--- config.mk ---
export PLATFORM = sky130hd
export DESIGN_NAME = jk_cmd_arbiter
export DESIGN_NICKNAME = d
export VERILOG_FILES = /design/src/rtl/jk_arb_pkg.sv /design/src/rtl/jk_rr_arbiter.sv /design/src/rtl/jk_cmd_arbiter.sv
export SDC_FILE = /design/constraint.sdc
export NUM_CORES = 1
export LEC_CHECK = 0
export ABC_AREA = 1
export BUFFER_PORTS_ARGS = -buffer_cell sky130_fd_sc_hd__clkbuf_2
export CORE_MARGIN = 4
export CORE_UTILIZATION = 47
export DETAILED_ROUTE_END_ITERATION = 8
export PLACE_DENSITY_LB_ADDON = 0.05
export RECOVER_POWER = 50
export SLEW_MARGIN = 20
export SYNTH_ARGS = -nofsm -noshare
export SYNTH_HDL_FRONTEND = slang
export SYNTH_SLANG_ARGS = --single-unit
--- constraint.sdc ---
create_clock -name clk -period 2.1 [get_ports clk]
set_clock_uncertainty 0.05 [all_clocks]
set_input_delay 0.42 -clock clk [delete_from_list [all_inputs] [get_ports clk]]
set_output_delay 0.42 -clock clk [all_outputs]
set_load 0.02 [all_outputs]
--- src/rtl/jk_arb_pkg.sv ---
// Shared JK command encodings and the masked JK next-state function.
package jk_arb_pkg;

  localparam logic [1:0] JK_HOLD = 2'b00;
  localparam logic [1:0] JK_RST  = 2'b01;
  localparam logic [1:0] JK_SET  = 2'b10;
  localparam logic [1:0] JK_TGL  = 2'b11;

  // Widest bank the function supports; callers zero-extend a narrower bank (W < JK_MAX_W).
  localparam int JK_MAX_W = 64;

  function automatic logic [JK_MAX_W-1:0] jk_next(input logic [JK_MAX_W-1:0] q,
                                                  input logic [1:0]          jk,
                                                  input logic [JK_MAX_W-1:0] mask);
    logic [JK_MAX_W-1:0] nxt;
    nxt = q;
    for (int b = 0; b < JK_MAX_W; b++) begin
      if (mask[b]) begin
        case (jk)
          JK_HOLD: nxt[b] = q[b];
          JK_RST:  nxt[b] = 1'b0;
          JK_SET:  nxt[b] = 1'b1;
          JK_TGL:  nxt[b] = ~q[b];
        endcase
      end
    end
    return nxt;
  endfunction

endpackage

--- src/rtl/jk_rr_arbiter.sv ---
// Round-robin grant over N requesters with optional grant locking (JKARB_LOCK_EN).
module jk_rr_arbiter #(
  parameter int N = 4
) (
  input  logic         clk,
  input  logic         rst,
  input  logic [N-1:0] req,
  input  logic [N-1:0] lock,
  output logic [N-1:0] grant,
  output logic [2:0]   winner
);

  logic [2:0] ptr_q, ptr_d;
  logic [2:0] win_nxt;
  int         win_hi, win_lo, win;

`ifdef JKARB_LOCK_EN
  logic       lock_act_q, lock_act_d;
  logic [2:0] lock_id_q, lock_id_d;
  logic       lock_hit;
`else
  logic       unused_lock;
  assign unused_lock = ^lock;
`endif

  // Cyclic search: first requester at or above the pointer, else first below it.
  always_comb begin
    win_hi = N;
    win_lo = N;
    for (int i = N - 1; i >= 0; i--) begin
      if (req[i] && (i >= int'(ptr_q))) win_hi = i;
      if (req[i] && (i <  int'(ptr_q))) win_lo = i;
    end
    win = (win_hi < N) ? win_hi : win_lo;
    grant = '0;
    for (int i = 0; i < N; i++) grant[i] = (win == i);
`ifdef JKARB_LOCK_EN
    if (lock_act_q) begin
      for (int i = 0; i < N; i++) grant[i] = req[i] && (3'(i) == lock_id_q);
    end
`endif
    if (!rst) grant = '0;
    winner = '0;
    for (int i = 0; i < N; i++) begin
      if (grant[i]) winner = 3'(i);
    end
  end

  always_comb begin
    ptr_d   = ptr_q;
    win_nxt = (winner == 3'(N - 1)) ? 3'd0 : winner + 3'd1;
`ifdef JKARB_LOCK_EN
    lock_act_d = lock_act_q;
    lock_id_d  = lock_id_q;
    lock_hit   = |(grant & lock);
    // A locking transfer freezes the pointer; an unlocking one advances it past the owner.
    if (|grant) begin
      if (lock_hit) begin
        lock_act_d = 1'b1;
        lock_id_d  = winner;
      end else begin
        lock_act_d = 1'b0;
        ptr_d      = win_nxt;
      end
    end
`else
    if (|grant) ptr_d = win_nxt;
`endif
  end

  always_ff @(posedge clk or negedge rst) begin
    if (!rst) begin
      ptr_q      <= '0;
`ifdef JKARB_LOCK_EN
      lock_act_q <= 1'b0;
      lock_id_q  <= '0;
`endif
    end else begin
      ptr_q      <= ptr_d;
`ifdef JKARB_LOCK_EN
      lock_act_q <= lock_act_d;
      lock_id_q  <= lock_id_d;
`endif
    end
  end

endmodule

--- src/rtl/jk_cmd_arbiter.sv ---
// Shared JK flag bank: round-robin command arbitration, one-stage apply register, bank update.
// Grant locking is built only when JKARB_LOCK_EN is defined; otherwise req_lock is ignored.
module jk_cmd_arbiter
  import jk_arb_pkg::*;
#(
  parameter int N = 4,
  parameter int W = 8
) (
  input  logic           clk,
  input  logic           rst,
  input  logic [N-1:0]   req_valid,
  input  logic [2*N-1:0] req_jk,
  input  logic [W*N-1:0] req_mask,
  input  logic [N-1:0]   req_lock,
  output logic [N-1:0]   req_ready,
  output logic [W-1:0]   q,
  output logic           upd_valid,
  output logic [2:0]     upd_id
);

  logic [N-1:0]          grant;
  logic [2:0]            winner;
  logic [1:0]            sel_jk;
  logic [W-1:0]          sel_mask;

  logic                  app_vld_q;
  logic [1:0]            app_jk_q;
  logic [W-1:0]          app_mask_q;
  logic [2:0]            app_id_q;

  logic [W-1:0]          q_q, q_d;
  logic                  upd_valid_q;
  logic [2:0]            upd_id_q;
  logic [JK_MAX_W-1:0]   q_ext, mask_ext, nxt_ext;
  logic                  unused_nxt_hi;

  jk_rr_arbiter #(.N(N)) u_arb (
    .clk    (clk),
    .rst    (rst),
    .req    (req_valid),
    .lock   (req_lock),
    .grant  (grant),
    .winner (winner)
  );

  assign req_ready = grant;

  always_comb begin
    sel_jk   = '0;
    sel_mask = '0;
    for (int i = 0; i < N; i++) begin
      if (grant[i]) begin
        sel_jk   = req_jk[2*i +: 2];
        sel_mask = req_mask[W*i +: W];
      end
    end
  end

  // Apply stage: the accepted command waits here for one cycle before touching the bank.
  always_ff @(posedge clk or negedge rst) begin
    if (!rst) app_vld_q <= 1'b0;
    else      app_vld_q <= |grant;
  end

  always_ff @(posedge clk) begin
    if (|grant) begin
      app_jk_q   <= sel_jk;
      app_mask_q <= sel_mask;
      app_id_q   <= winner;
    end
  end

  always_comb begin
    q_ext            = '0;
    q_ext[W-1:0]     = q_q;
    mask_ext         = '0;
    mask_ext[W-1:0]  = app_mask_q;
    nxt_ext          = jk_next(q_ext, app_jk_q, mask_ext);
    q_d              = app_vld_q ? nxt_ext[W-1:0] : q_q;
  end

  assign unused_nxt_hi = ^nxt_ext[JK_MAX_W-1:W];

  // Bank stage: q and the update strobe change together.
  always_ff @(posedge clk or negedge rst) begin
    if (!rst) begin
      q_q         <= '0;
      upd_valid_q <= 1'b0;
      upd_id_q    <= '0;
    end else begin
      q_q         <= q_d;
      upd_valid_q <= app_vld_q;
      if (app_vld_q) upd_id_q <= app_id_q;
    end
  end

  assign q         = q_q;
  assign upd_valid = upd_valid_q;
  assign upd_id    = upd_id_q;

endmodule

## Word-level counts from Yosys, hierarchy flattened

Index checks and enable logic that the tools add are counted.

- Reductions and logical operators: 19
- Equal/unequal tests: 7
- $add $sub $neg: 1
- Bitwise operators: 9
- Multiplexer cells: 30
- Order comparisons: 9

Operator list:

| cell | number |
|---|---|
| two-way mux 32 bit | 4 |
| equality test 32 x 3 -> 1 bit, second input constant | 2 |
| equality test 32 x 2 -> 1 bit, second input constant | 1 |
| logical NOT 32 bit | 1 |
| less-than comparator 32 x 4 -> 1 bit, second input constant | 1 |
| two-way mux 8 bit | 4 |
| case mux 1 bit (3 select lines) | 8 |
| AND reduction 3 bit | 8 |
| two-way mux 3 bit | 6 |
| two-way mux 2 bit | 6 |
| inverter 1 bit | 9 |
| logical AND 1 bit | 8 |
| equality test 2 bit, second input constant | 3 |
| >= comparator 1 x 3 -> 1 bit, first input constant | 2 |
| >= comparator 2 x 3 -> 1 bit, first input constant | 2 |
| less-than comparator 1 x 3 -> 1 bit, first input constant | 2 |
| less-than comparator 2 x 3 -> 1 bit, first input constant | 2 |
| two-way mux 4 bit | 1 |
| OR reduction 4 bit | 1 |
| adder 2 x 1 -> 3 bit, second input constant | 1 |
| equality test 2 x 1 -> 1 bit, second input constant | 1 |
| logical NOT 2 bit | 1 |
| two-way mux 1 bit | 1 |

- Input port bits: 50
- Bits in registers: 29

## Logic depth before layout (Yosys ltp)

Gate-level depths: netlist of run 1.

- Depth in word-level cells: 15
- Mapped depth: 10
- Mapped depth without buffers: 10

## Hierarchy

A second synthesis of run 1 with hierarchy kept.

- Cell total of the unflattened synthesis: 229
- Area, all modules: 1709.1 µm²

By module, submodules not included:

| module | area an instance (µm²) | sequential area each (µm²) | instances | cells each |
|---|---|---|---|---|
| jk_cmd_arbiter | 1383.8 | 715.7 | 1 | 174 |
| jk_rr_arbiter | 325.3 | 50.0 | 1 | 55 |

## Least setup slack after synthesis of run 1

OpenSTA, ideal clock, no wires.

- Path kind: register to output
- Start point: register u_arb.ptr_q[1]
- End point: output req_ready[3]
- Slack: 0.061 ns
- Stages on the path, launching flop included: 9
- Required time: 1.630 ns
- Path buffers: 1
- Arrival: 1.569 ns
- Cells stage by stage: dfrtp_1 > nor2_2 > nor2_2 > clkinv_1 > nand2_1 > nand2_1 > nand2_4 > buf_6 > nor3_1

- Longest elaborated chain between the ends: 10
- Elaborated cells between the ends (all ways): 28

Ends and longest elaborated chain:

| element | line | text |
|---|---|---|
| from (decl) | jk_rr_arbiter.sv:13 | `logic [2:0] ptr_q, ptr_d;` |
| from (signal assigned) | jk_rr_arbiter.sv:79 | `ptr_q <= ptr_d;` |
| >= comparator 2 x 3 -> 1 bit | jk_rr_arbiter.sv:31 | `if (req[i] && (i >= int'(ptr_q))) win_hi = i;` |
| logical AND 1 bit | jk_rr_arbiter.sv:31 |  |
| two-way mux 3 bit | jk_rr_arbiter.sv:31 |  |
| two-way mux 32 bit (3 in a row) | jk_rr_arbiter.sv:31 |  |
| less-than comparator 32 x 4 -> 1 bit | jk_rr_arbiter.sv:34 | `win = (win_hi < N) ? win_hi : win_lo;` |
| two-way mux 32 bit * | jk_rr_arbiter.sv:34 |  |
| equality test 32 x 3 -> 1 bit * | jk_rr_arbiter.sv:36 | `for (int i = 0; i < N; i++) grant[i] = (win == i);` |
| two-way mux 4 bit * | jk_rr_arbiter.sv:42 | `if (!rst) grant = '0;` |
| to (decl) | jk_cmd_arbiter.sv:15 | `output logic [N-1:0] req_ready,` |

Every way passes the cells marked *; elsewhere a longest branch is shown, timed or not.

## Worst setup path after layout of run 1

- Start point: register u_arb.ptr_q[1]
- End point: output req_ready[1]

- Longest elaborated chain between the ends: 10
- Elaborated cells between the ends (all ways): 28

Ends and longest elaborated chain:

| element | line |
|---|---|
| >= comparator 2 x 3 -> 1 bit | jk_rr_arbiter.sv:31 |
| logical AND 1 bit | jk_rr_arbiter.sv:31 |
| two-way mux 3 bit | jk_rr_arbiter.sv:31 |
| two-way mux 32 bit (3 in a row) | jk_rr_arbiter.sv:31 |
| less-than comparator 32 x 4 -> 1 bit | jk_rr_arbiter.sv:34 |
| two-way mux 32 bit * | jk_rr_arbiter.sv:34 |
| equality test 32 x 2 -> 1 bit * | jk_rr_arbiter.sv:36 |
| two-way mux 4 bit * | jk_rr_arbiter.sv:42 |

Marks and branches as above.

==> metrics.md, run 1 <==
| Metric | Value |
|---|---|
| Relative slew slack | 0.6282 |
| Cts bufs inserted | 3 |
| CP peak stage delay | about 0.52 ns |
| Top-count cell post-synth | nand4_1 |
| Post-Layout Inst Area | around 0.0020 mm2 |
| Placed wire-length estimate | around 2700 um |
| Cell row count | 20 |
| Inst Count DP | between 200 and 300 |
| HP Class | input pin to async pin |
| Post-synthesis register bit count | 26 |
| Nets | 294 |
| Overall Global Routing Usage | 0.1711 |
| Core Region | roughly 0.0031 mm2 |
| Hold Buf Count CTS | 0 |
| PwrDens | approximately 1100 mW/mm2 |
| Height of the die | ~66 um |
| VDD IR max | 0.5842 mV |
| Critical path cell sequence | nor2_4, nor2_2, nor2_1, nand3_1, nand2_4, nor2_4, nand2_1, inv_1, clkbuf_8 |
| Top-Level Pins | 66 |
| Filler cells | between 200 and 300 |
| Synth Area per Inst | 8.779 um2 |
| First-pass DRT Iterations | 4 |
| WHS | 0.07959 ns |
| Post-DRT Antenna Nets | 0 |
| Final setup fails | 4 |
| Fmax | 443.6 MHz |
| Failing checks | negative setup slack |
| Routed via count | around 1500 |
| H-tree depth | 1 |
| Skew-Pair Late Insertion Delay | a little over 0.3 ns |
| Drt total wl | roughly 3700 um |
| Asr flop ratio synth | 0.5385 |
| RSZ-0062 raised after global routing | yes |
| Post-synthesis cell area | 0.001572 mm2 |
| WP data required | about 1.6 ns |
| Fin crit share | 1.073 |
| Final worst slack | -0.1541 ns |
| CP endpoint kind | output port |
| Synth top area share | 0.2293 |
| Starting density of the core | 0.5024 |
| Worst-path clk slew | approximately 0.13 ns |
| # clock sinks | 26 |
| Ratio of cells with drive above 1 in the final layout | 0.3909 |
| Yosys warnings | 0 |
| Dominant synthesized flop cell | dfrtp_1 |
| Global placer's final weighted congestion | between 0.7 and 0.8 |
| EDFF count, synth | 12 |
| Tightest Pin Transition | between 0.5 and 0.6 ns |
| Commonest cells post-synth | 30 x nand4_1, 29 x nand2_1, 23 x nand3_1 |
| Global-route wire length before repair | around 5900 um |
| CTS tree | built |
| Initial antenna violation count | 0 |
| Syn Inst Count | approximately 180 |
| CP dominant cell by count | nor2_4 |
| Die width | 65.83 um |
| Cell type with the largest total area after synthesis | edfxtp_1 |
| Placement Setup Slack | about 0.12 ns |
| Final hold vios | 0 |
| Input/output buffers | 60 |
| Clk root buf | clkbuf_4 |
| Largest net degree at the start of global routing | 31 |
| Die area | 0.004333 mm2 |
| Placed Area | ~0.0019 mm2 |
| Final cell count without fillers | 287 |
| Total design power | between 2 and 2.5 mW |
| Avg WL per Cell | between 10 and 15 um |
| Iteration-0 DRC Markers | roughly 110 |
| Synthesis-to-layout area growth | 28.50% |
| Antenna cells | 0 |
| Startpoint types | flop |
| Maxcap violations | 0 |
| Sequential-to-total area share from yosys stat | 0.4522 |
| DRC violations left | 0 |
| Post-Synthesis Net Count | about 230 |
| Clk buf depth | 2 |
| Vias in the first global route | around 1400 |
| TNS Setup | -0.4562 ns |
| Leak | ~0.94 nW |
| Ranking of synthesized cells by area | edfxtp_1 23%, dfrtp_1 22%, nand4_1 12% |
| Crit path kind | flop to output port |
| Status | finished, violations left |
| Crit-path max FO | 6 |
| GRT overflow | 0 |
| Utilization after layout | 0.6456 |
| Crit path DAT | approximately 1.8 ns |
| Period minus WS final | about 2.3 ns |
| Vias per cell | 5.289 |
| Distinct cells, synth | 27 |
| Max-slew violations | 0 |
| Slowest CP cell | dfrtp_2 |
final timing paths:
kind | endpoint | startpoint | depth (start not counted) | slack [ns]
worst max-delay path | req_ready[1] | u_arb.ptr_q[1] | 9 | -0.15
worst min-delay path | app_vld_q | rst | 2 | 0.08
worst max register to register | app_mask_q[1] | u_arb.ptr_q[1] | 10 | 0.08
worst min register to register | upd_valid | app_vld_q | 0 | 0.41
max in group asynchronous | u_arb.ptr_q[0] | rst | 2 | 1.74
min in group clk | app_mask_q[5] | req_mask[5] | 3 | 0.37
logic make-up (layout without fill, tap and decap cells):
group | Yosys count | count (layout) | share of synthesized area
and+or+nand+nor | 100 | 100 | 0.3424
DFF | 26 | 26 | 0.4522
buffers and inverters | 31 | 95 | 0.1059
muxes | 2 | 2 | 0.01433
other | 1 | 1 | 0.002386
AOI/OAI and AO/OA | 19 | 19 | 0.08281
layer usage:
| layer | global-route usage | share of wire | routed length, um |
|---|---|---|---|
| met1 | 0.2292 | 0.47 | 1723 |
| met3 | 0.02721 | 0.072 | 262 |
| met2 | 0.2816 | 0.45 | 1661 |
| met4 | 0.05440 | 0.0041 | 15 |
| met5 | 0 | 0 | 0 |
sequential cells by signal, summed over array words and instances (netlist names):
| name | cells |
|---|---|
| app_mask_q | 8 |
| q | 8 |
| app_id_q | 2 |
| app_jk_q | 2 |
| u_arb.ptr_q | 2 |
| upd_id | 2 |
| app_vld_q | 1 |
| upd_valid | 1 |
what timing repair did:
action / CTS / global route
setup buffers: 5 / 2
endpoints found under the setup margin: 4 / 4
pin swaps: 5 / 6
resized for setup: 11 / 16
placed cells by master (no fill, tap or decap):
master and n:
buf_4 12, inv_4 2, dfrtp_1 12, nor2_1 6
dfrtp_2 2, o21ai_0 9, a21oi_4 2, nor3_1 1
inv_2 1, mux2_2 2, edfxtp_1 12, nand3_1 23
nand4_1 30, inv_1 14, nand2_1 24, clkbuf_4 3
buf_6 3, nor3_2 1, conb_1 1, o31ai_1 8
clkinv_1 2, nor2_2 1, nand2_4 4, clkbuf_2 51
clkbuf_1 6, nand2_2 4, clkbuf_8 1, nor2_4 5
nand3_2 1
where the power goes:
group          switching [mW]  internal, mW  total (mW)
registers               0.157         0.740       0.897
logic                   0.707         0.432        1.14
clock network           0.136        0.0694       0.206
total                    1.00          1.24        2.24
area by class of cell:
class                      instances  area, um2  area share
clock buffer                       3      22.52     0.01115
clock inverter                     1      3.754    0.001859
inverter                          18      72.57     0.03594
multi-input combinational        122      737.0      0.3649
sequential                        26      713.2      0.3532
tap                               44      55.05     0.02726
timing repair buffer              73      415.4      0.2057
critical path: cells and delay by family, from the launching register on:
kind / cells / cell delay, ns
buffers and inverters: 2 / 0.19
DFF: 1 / 0.52
and+or+nand+nor: 7 / 0.75
Power figures use the tool's default switching activity.
==> run 2: changes to the inputs <==
--- a/config.mk
+++ b/config.mk
@@ -7,11 +7,9 @@
 export LEC_CHECK = 0
 export ABC_AREA = 1
 export BUFFER_PORTS_ARGS = -buffer_cell sky130_fd_sc_hd__clkbuf_2
-export CORE_MARGIN = 4
 export CORE_UTILIZATION = 47
 export DETAILED_ROUTE_END_ITERATION = 8
 export PLACE_DENSITY_LB_ADDON = 0.05
-export RECOVER_POWER = 50
 export SLEW_MARGIN = 20
 export SYNTH_ARGS = -nofsm -noshare
 export SYNTH_HDL_FRONTEND = slang
==> metrics.md, run 2 (synthesis results as in run 1) <==
| Metric | Value |
|---|---|
| Die width | 59.83 um (-9.1%) |
| HP Class | input pin to async pin |
| Placed wire-length estimate | 2714 um (+0.70%) |
| Skew-Pair Late Insertion Delay | 0.31 ns (about the same) |
| DRC violations left | 0 (unchanged) |
| Startpoint types | flop |
| Vias per cell | 5.341 (+0.99%) |
| GRT overflow | 0 (unchanged) |
| Cell row count | 20 (unchanged) |
| Die area | 0.003579 mm2 (-17%) |
| Crit-path max FO | 6 (unchanged) |
| Height of the die | 59.83 um (-9.1%) |
| Post-DRT Antenna Nets | 0 (unchanged) |
| CP top delay family | simple AND/OR/NAND/NOR gates |
| Worst path bufs/invs | 3 (+1) |
| CTS tree | built |
| Utilization after layout | 0.6665 (+0.02093) |
| VDD IR max | 0.5105 mV (-13%) |
| # clock sinks | 26 (unchanged) |
| Iteration-0 DRC Markers | 79 (-28%) |
| Final setup fails | 4 (unchanged) |
| Worst-path clk slew | 0.13 ns (about the same) |
| Commonest non-fill, non-tap cell in the layout | clkbuf_2 |
| Overall Global Routing Usage | 0.2284 (+0.05730) |
| Met3 wire length | 149 um (-43%) |
| Crit path DAT | 1.81 ns (+0.03 ns) |
| First-pass DRT Iterations | 4 (unchanged) |
| PwrDens | 1133 mW/mm2 (+2.1%) |
| Met1 wire length | 1699 um (-1.4%) |
| Antenna cells | 0 (unchanged) |
| Critical path cell sequence | nor2_4, a21oi_4, nand3_2, nand2_4, buf_12, nor2_4, nand2_2, inv_2, buf_8 |
| Global placer's final weighted congestion | 0.8471 (+17%) |
| CP peak stage delay | 0.52 ns (about the same) |
| Commonest non-fill, non-tap cells in the layout | 56 x clkbuf_2, 30 x nand4_1, 24 x nand2_1 |
| Vias in the first global route | 1418 (+1.4%) |
| Cts bufs inserted | 3 (unchanged) |
| Nets | 294 (unchanged) |
| Hold Buf Count CTS | 0 (unchanged) |
| Total design power | 2.343 mW (+4.5%) |
| R2r setup slk | 0.11 ns (+0.03 ns) |
| CP endpoint kind | output port |
| R2r startpoint | u_arb.ptr_q[1] |
| Routed via count | 1533 (+0.99%) |
| CP dominant cell by count | nor2_4 |
| Clk root buf | clkbuf_4 |
| Clk buf depth | 2 (unchanged) |
| Global-route wire length before repair | 6141 um (+4.0%) |
| DR top layer | met4 |
| Worst R2R End | app_mask_q[2] |
| Input/output buffers | 60 (unchanged) |
| Synthesis-to-layout area growth | 31.61% |
| Crit path kind | flop to output port |
| Starting density of the core | 0.5065 (+0.004052) |
| Avg WL per Cell | 13.17 um (+3.2%) |
| WP data required | 1.63 ns (about the same) |
| Drt total wl | 3779 um (+3.2%) |
| Slowest CP cell | dfrtp_2 |
| Initial antenna violation count | 0 (unchanged) |
| Maxcap violations | 0 (unchanged) |
| Final hold vios | 0 (unchanged) |
| Max-slew violations | 0 (unchanged) |
| Fin crit share | 1.088 (+0.01437) |
| Failing checks | negative setup slack |
| Status | finished, violations left |
| Largest net degree at the start of global routing | 31 (unchanged) |
| Period minus WS final | 2.284 ns (+0.03017 ns) |
| Reg2reg path depth | 9 (-1) |
| H-tree depth | 1 (unchanged) |
| RSZ-0062 raised after global routing | yes |
| Leak | 0.9661 nW (+2.9%) |
| Fmax | 437.8 MHz (-1.3%) |
| Top-Level Pins | 66 (unchanged) |
| Final worst slack | -0.1843 ns (-0.03017 ns) |
| Core Region | 0.003103 mm2 (-0.80%) |
| Ratio of cells with drive above 1 in the final layout | 0.4486 (+0.05761) |
| Metal2 WL | 1844 um (+11%) |
-- run 2: changes by cell type in the layout (fill, tap and decap cells not counted), sizes merged --
| cell | delta |
|---|---|
| clkbuf | +1 |
| clkinv | -1 |
-- run 2: final cells by class --
type	count	area, um2
clock buffers	4	36.28
fillers	281	1035
inverters	18	70.07
flip-flops and latches	26	713.2
well taps	44	55.05
multi-input cells	122	759.5
repair buffers	73	434.2
-- run 2: layer usage --
layer | global-route usage | vias up
li1 | - | 769
met1 | 0.2960 | 697
met3 | 0.02597 | 8
met5 | 0 | -
met4 | 0.1229 | 0
met2 | 0.3714 | 59
-- run 2: power breakdown --
group          internal [mW]  switching [mW]
Sequential             0.739           0.155
Combinational          0.466           0.738
Clock                  0.106           0.138
-- run 2: worst max-delay path by stage --
| stage | start | to | slack (ns) | cells past startpoint |
|---|---|---|---|---|
| final | u_arb.ptr_q[1] | req_ready[2] | -0.18 | 9 |
| after global routing | u_arb.ptr_q[1] | req_ready[2] | -0.27 | 9 |
| after global placement | req_valid[1] | req_ready[1] | 0.14 | 12 |
| after detailed placement | req_valid[1] | req_ready[1] | 0.11 | 12 |
| after floorplan | u_arb.ptr_q[1] | req_ready[3] | 0.06 | 8 |
| after CTS | u_arb.ptr_q[1] | req_ready[1] | -0.10 | 9 |
-- run 2: stage by stage --
stage | hold slack (ns) | setup WS, ns | instance area [um2] | instances | TNS (ns)
final | 0.07428 | -0.1843 | 2068 | 287 | -0.5896
after global routing | 0.06062 | -0.2662 | 2068 | 287 | -1.002
after CTS | 0.06020 | -0.1013 | 2017 | 284 | -0.3466
after detailed placement | 0.3919 | 0.1052 | 1873 | 276 | 0
after global placement | 0.3839 | 0.1442 | 1873 | 276 | 0
after floorplan | 0.07441 | 0.06072 | 1572 | 179 | 0
-- run 2: what timing repair did --
item | CTS | global route
endpoints found under the hold margin | 0 | 0
setup buffers | 4 | 3
resized for setup | 20 | 10
endpoints found under the setup margin | 4 | 4
pin swaps | 7 | 10
==> run 3: changes to the inputs <==
--- a/config.mk
+++ b/config.mk
@@ -7,6 +7,7 @@
 export LEC_CHECK = 0
 export ABC_AREA = 1
 export BUFFER_PORTS_ARGS = -buffer_cell sky130_fd_sc_hd__clkbuf_2
+export CORE_MARGIN = 4
 export CORE_UTILIZATION = 47
 export DETAILED_ROUTE_END_ITERATION = 8
 export PLACE_DENSITY_LB_ADDON = 0.05
==> metrics.md, run 3 (synthesis results as in run 1) <==
| Metric | Value |
|---|---|
| Post-Layout Inst Area | 0.002029 mm2 (-1.9%) |
| Register area | 713.2 um2 (unchanged) |
| Status | finished, violations left |
| Filler cells | 269 (-4.3%) |
| CTS tree | built |
| Cell row count | 20 (unchanged) |
| Final setup fails | 4 (unchanged) |
| GRT overflow | 0 (unchanged) |
| Worst-path clk slew | 0.13 ns (about the same) |
| Initial antenna violation count | 0 (unchanged) |
| Skew-Pair Late Insertion Delay | 0.31 ns (about the same) |
| Final cell count without fillers | 287 (unchanged) |
| Height of the die | 65.83 um (+10%) |
| HP Class | input pin to async pin |
| Startpoint types | flop |
| RSZ-0062 raised after global routing | yes |
| WHS | 0.07857 ns (+0.004290 ns) |
| Synthesis-to-layout area growth | 29.14% |
| Leak | 0.9578 nW (-0.85%) |
| WP data required | 1.63 ns (about the same) |
| Ratio of cells with drive above 1 in the final layout | 0.4156 (-0.03292) |
| Crit path DAT | 1.79 ns (-0.02 ns) |
| Commonest non-fill, non-tap cell in the layout | clkbuf_2 |
| Largest net degree at the start of global routing | 31 (unchanged) |
| Top-Level Pins | 66 (unchanged) |
| Starting density of the core | 0.5024 (-0.004052) |
| Clk root buf | clkbuf_4 |
| CP endpoint kind | output port |
| Placed Area | 0.001873 mm2 (unchanged) |
| Area of the multi-input gates | 737.0 um2 (-3.0%) |
| Total design power | 2.254 mW (-3.8%) |
| Cts bufs inserted | 3 (unchanged) |
| Nets | 294 (unchanged) |
| VDD IR max | 0.5848 mV (+15%) |
| Crit path kind | flop to output port |
| Routed via count | 1518 (-0.98%) |
| Placed wire-length estimate | 2695 um (-0.70%) |
| Post-DRT Antenna Nets | 0 (unchanged) |
| Fmax | 443.1 MHz (+1.2%) |
| Crit-path max FO | 6 (unchanged) |
| Vias per cell | 5.289 (-0.98%) |
| Reg2reg path depth | 10 (+1) |
| H-tree depth | 1 (unchanged) |
| Die width | 65.83 um (+10%) |
| Input/output buffers | 60 (unchanged) |
| Inst Count DP | 276 (unchanged) |
| Die area | 0.004333 mm2 (+21%) |
| Drt total wl | 3639 um (-3.7%) |
| Utilization after layout | 0.6488 (-0.01773) |
| Period minus WS final | 2.257 ns (-0.02758 ns) |
| Commonest non-fill, non-tap cells in the layout | 56 x clkbuf_2, 30 x nand4_1, 24 x nand2_1 |
| Failing checks | negative setup slack |
| Clk buf depth | 2 (unchanged) |
| Core Region | 0.003128 mm2 (+0.81%) |
| DRC violations left | 0 (unchanged) |
| Final worst slack | -0.1567 ns (+0.02758 ns) |
| Max-slew violations | 0 (unchanged) |
| Hold Buf Count CTS | 0 (unchanged) |
| Global placer's final weighted congestion | 0.7221 (-15%) |
| Iteration-0 DRC Markers | 112 (+42%) |
| PwrDens | 1111 mW/mm2 (-2.0%) |
| Avg WL per Cell | 12.68 um (-3.7%) |
| Antenna cells | 0 (unchanged) |
| Fin crit share | 1.075 (-0.01313) |
| Overall Global Routing Usage | 0.1711 (-0.05730) |
| Maxcap violations | 0 (unchanged) |
| Vias in the first global route | 1398 (-1.4%) |
| First-pass DRT Iterations | 4 (unchanged) |
| # clock sinks | 26 (unchanged) |
| Final hold vios | 0 (unchanged) |
| Global-route wire length before repair | 5906 um (-3.8%) |
-- run 3: changes by cell type in the layout (fill, tap and decap cells not counted), sizes merged --
| cell | previous run | this run |
|---|---|---|
| clkbuf | 62 | 60 |
| buf | 15 | 16 |
| clkinv | 1 | 2 |
-- run 3: metrics by stage --
step | TNS (ns) | worst slack [ns]
6_report | -0.4660 | -0.1567
3_5_place_dp | 0 | 0.1162
5_1_grt | -0.9038 | -0.2657
4_1_cts | -0.2964 | -0.07964
3_3_place_gp | 0 | 0.1442
2_1_floorplan | 0 | 0.06072
-- run 3: layout make-up --
class,instances,share of cell area
timing repair buffer,73,0.2096
multi-input combinational,122,0.3631
sequential,26,0.3514
clock buffer,3,0.01110
clock inverter,1,0.001850
inverter,18,0.03576
tap,44,0.02713
-- run 3: what timing repair did --
action                                  in CTS  in global routing
pin swaps                                    5                  6
endpoints found under the setup margin       4                  4
resized for setup                           11                 16
buffers inserted                             5                  2
hold endpoints to repair                     0                  0
-- run 3: worst max-delay path: stages (launching register included) --
cell and delay (ns):
dfrtp_2 0.52, nor2_4 0.17, nor2_2 0.06, nor2_1 0.12
nand3_1 0.13, nand2_4 0.15, nor2_4 0.05, nand2_1 0.07
inv_1 0.05, clkbuf_8 0.14
-- run 3: path summary, 6_finish.rpt --
check	endpoint	slack (ns)	start
worst max-delay path	req_ready[1]	-0.16	u_arb.ptr_q[1]
worst min-delay path	app_vld_q	0.08	rst
worst max register to register	app_mask_q[1]	0.08	u_arb.ptr_q[1]
worst min register to register	upd_valid	0.41	app_vld_q
max in group asynchronous	u_arb.ptr_q[0]	1.74	rst
min in group clk	app_mask_q[5]	0.37	req_mask[5]
-- run 3: power by group --
part | total [mW] | switching (mW) | internal [mW]
registers | 0.897 | 0.158 | 0.740
logic | 1.15 | 0.706 | 0.446
clock network | 0.206 | 0.136 | 0.0694
-- run 3: per-layer routing --
metal | up-vias | global-route usage | share of wire | wire length (um)
li1 | 765 | - | - | -
met4 | 0 | 0.05440 | 0.0041 | 15
met5 | - | 0 | 0 | 0
met3 | 2 | 0.02721 | 0.071 | 260
met2 | 69 | 0.2816 | 0.46 | 1673
met1 | 682 | 0.2292 | 0.46 | 1690
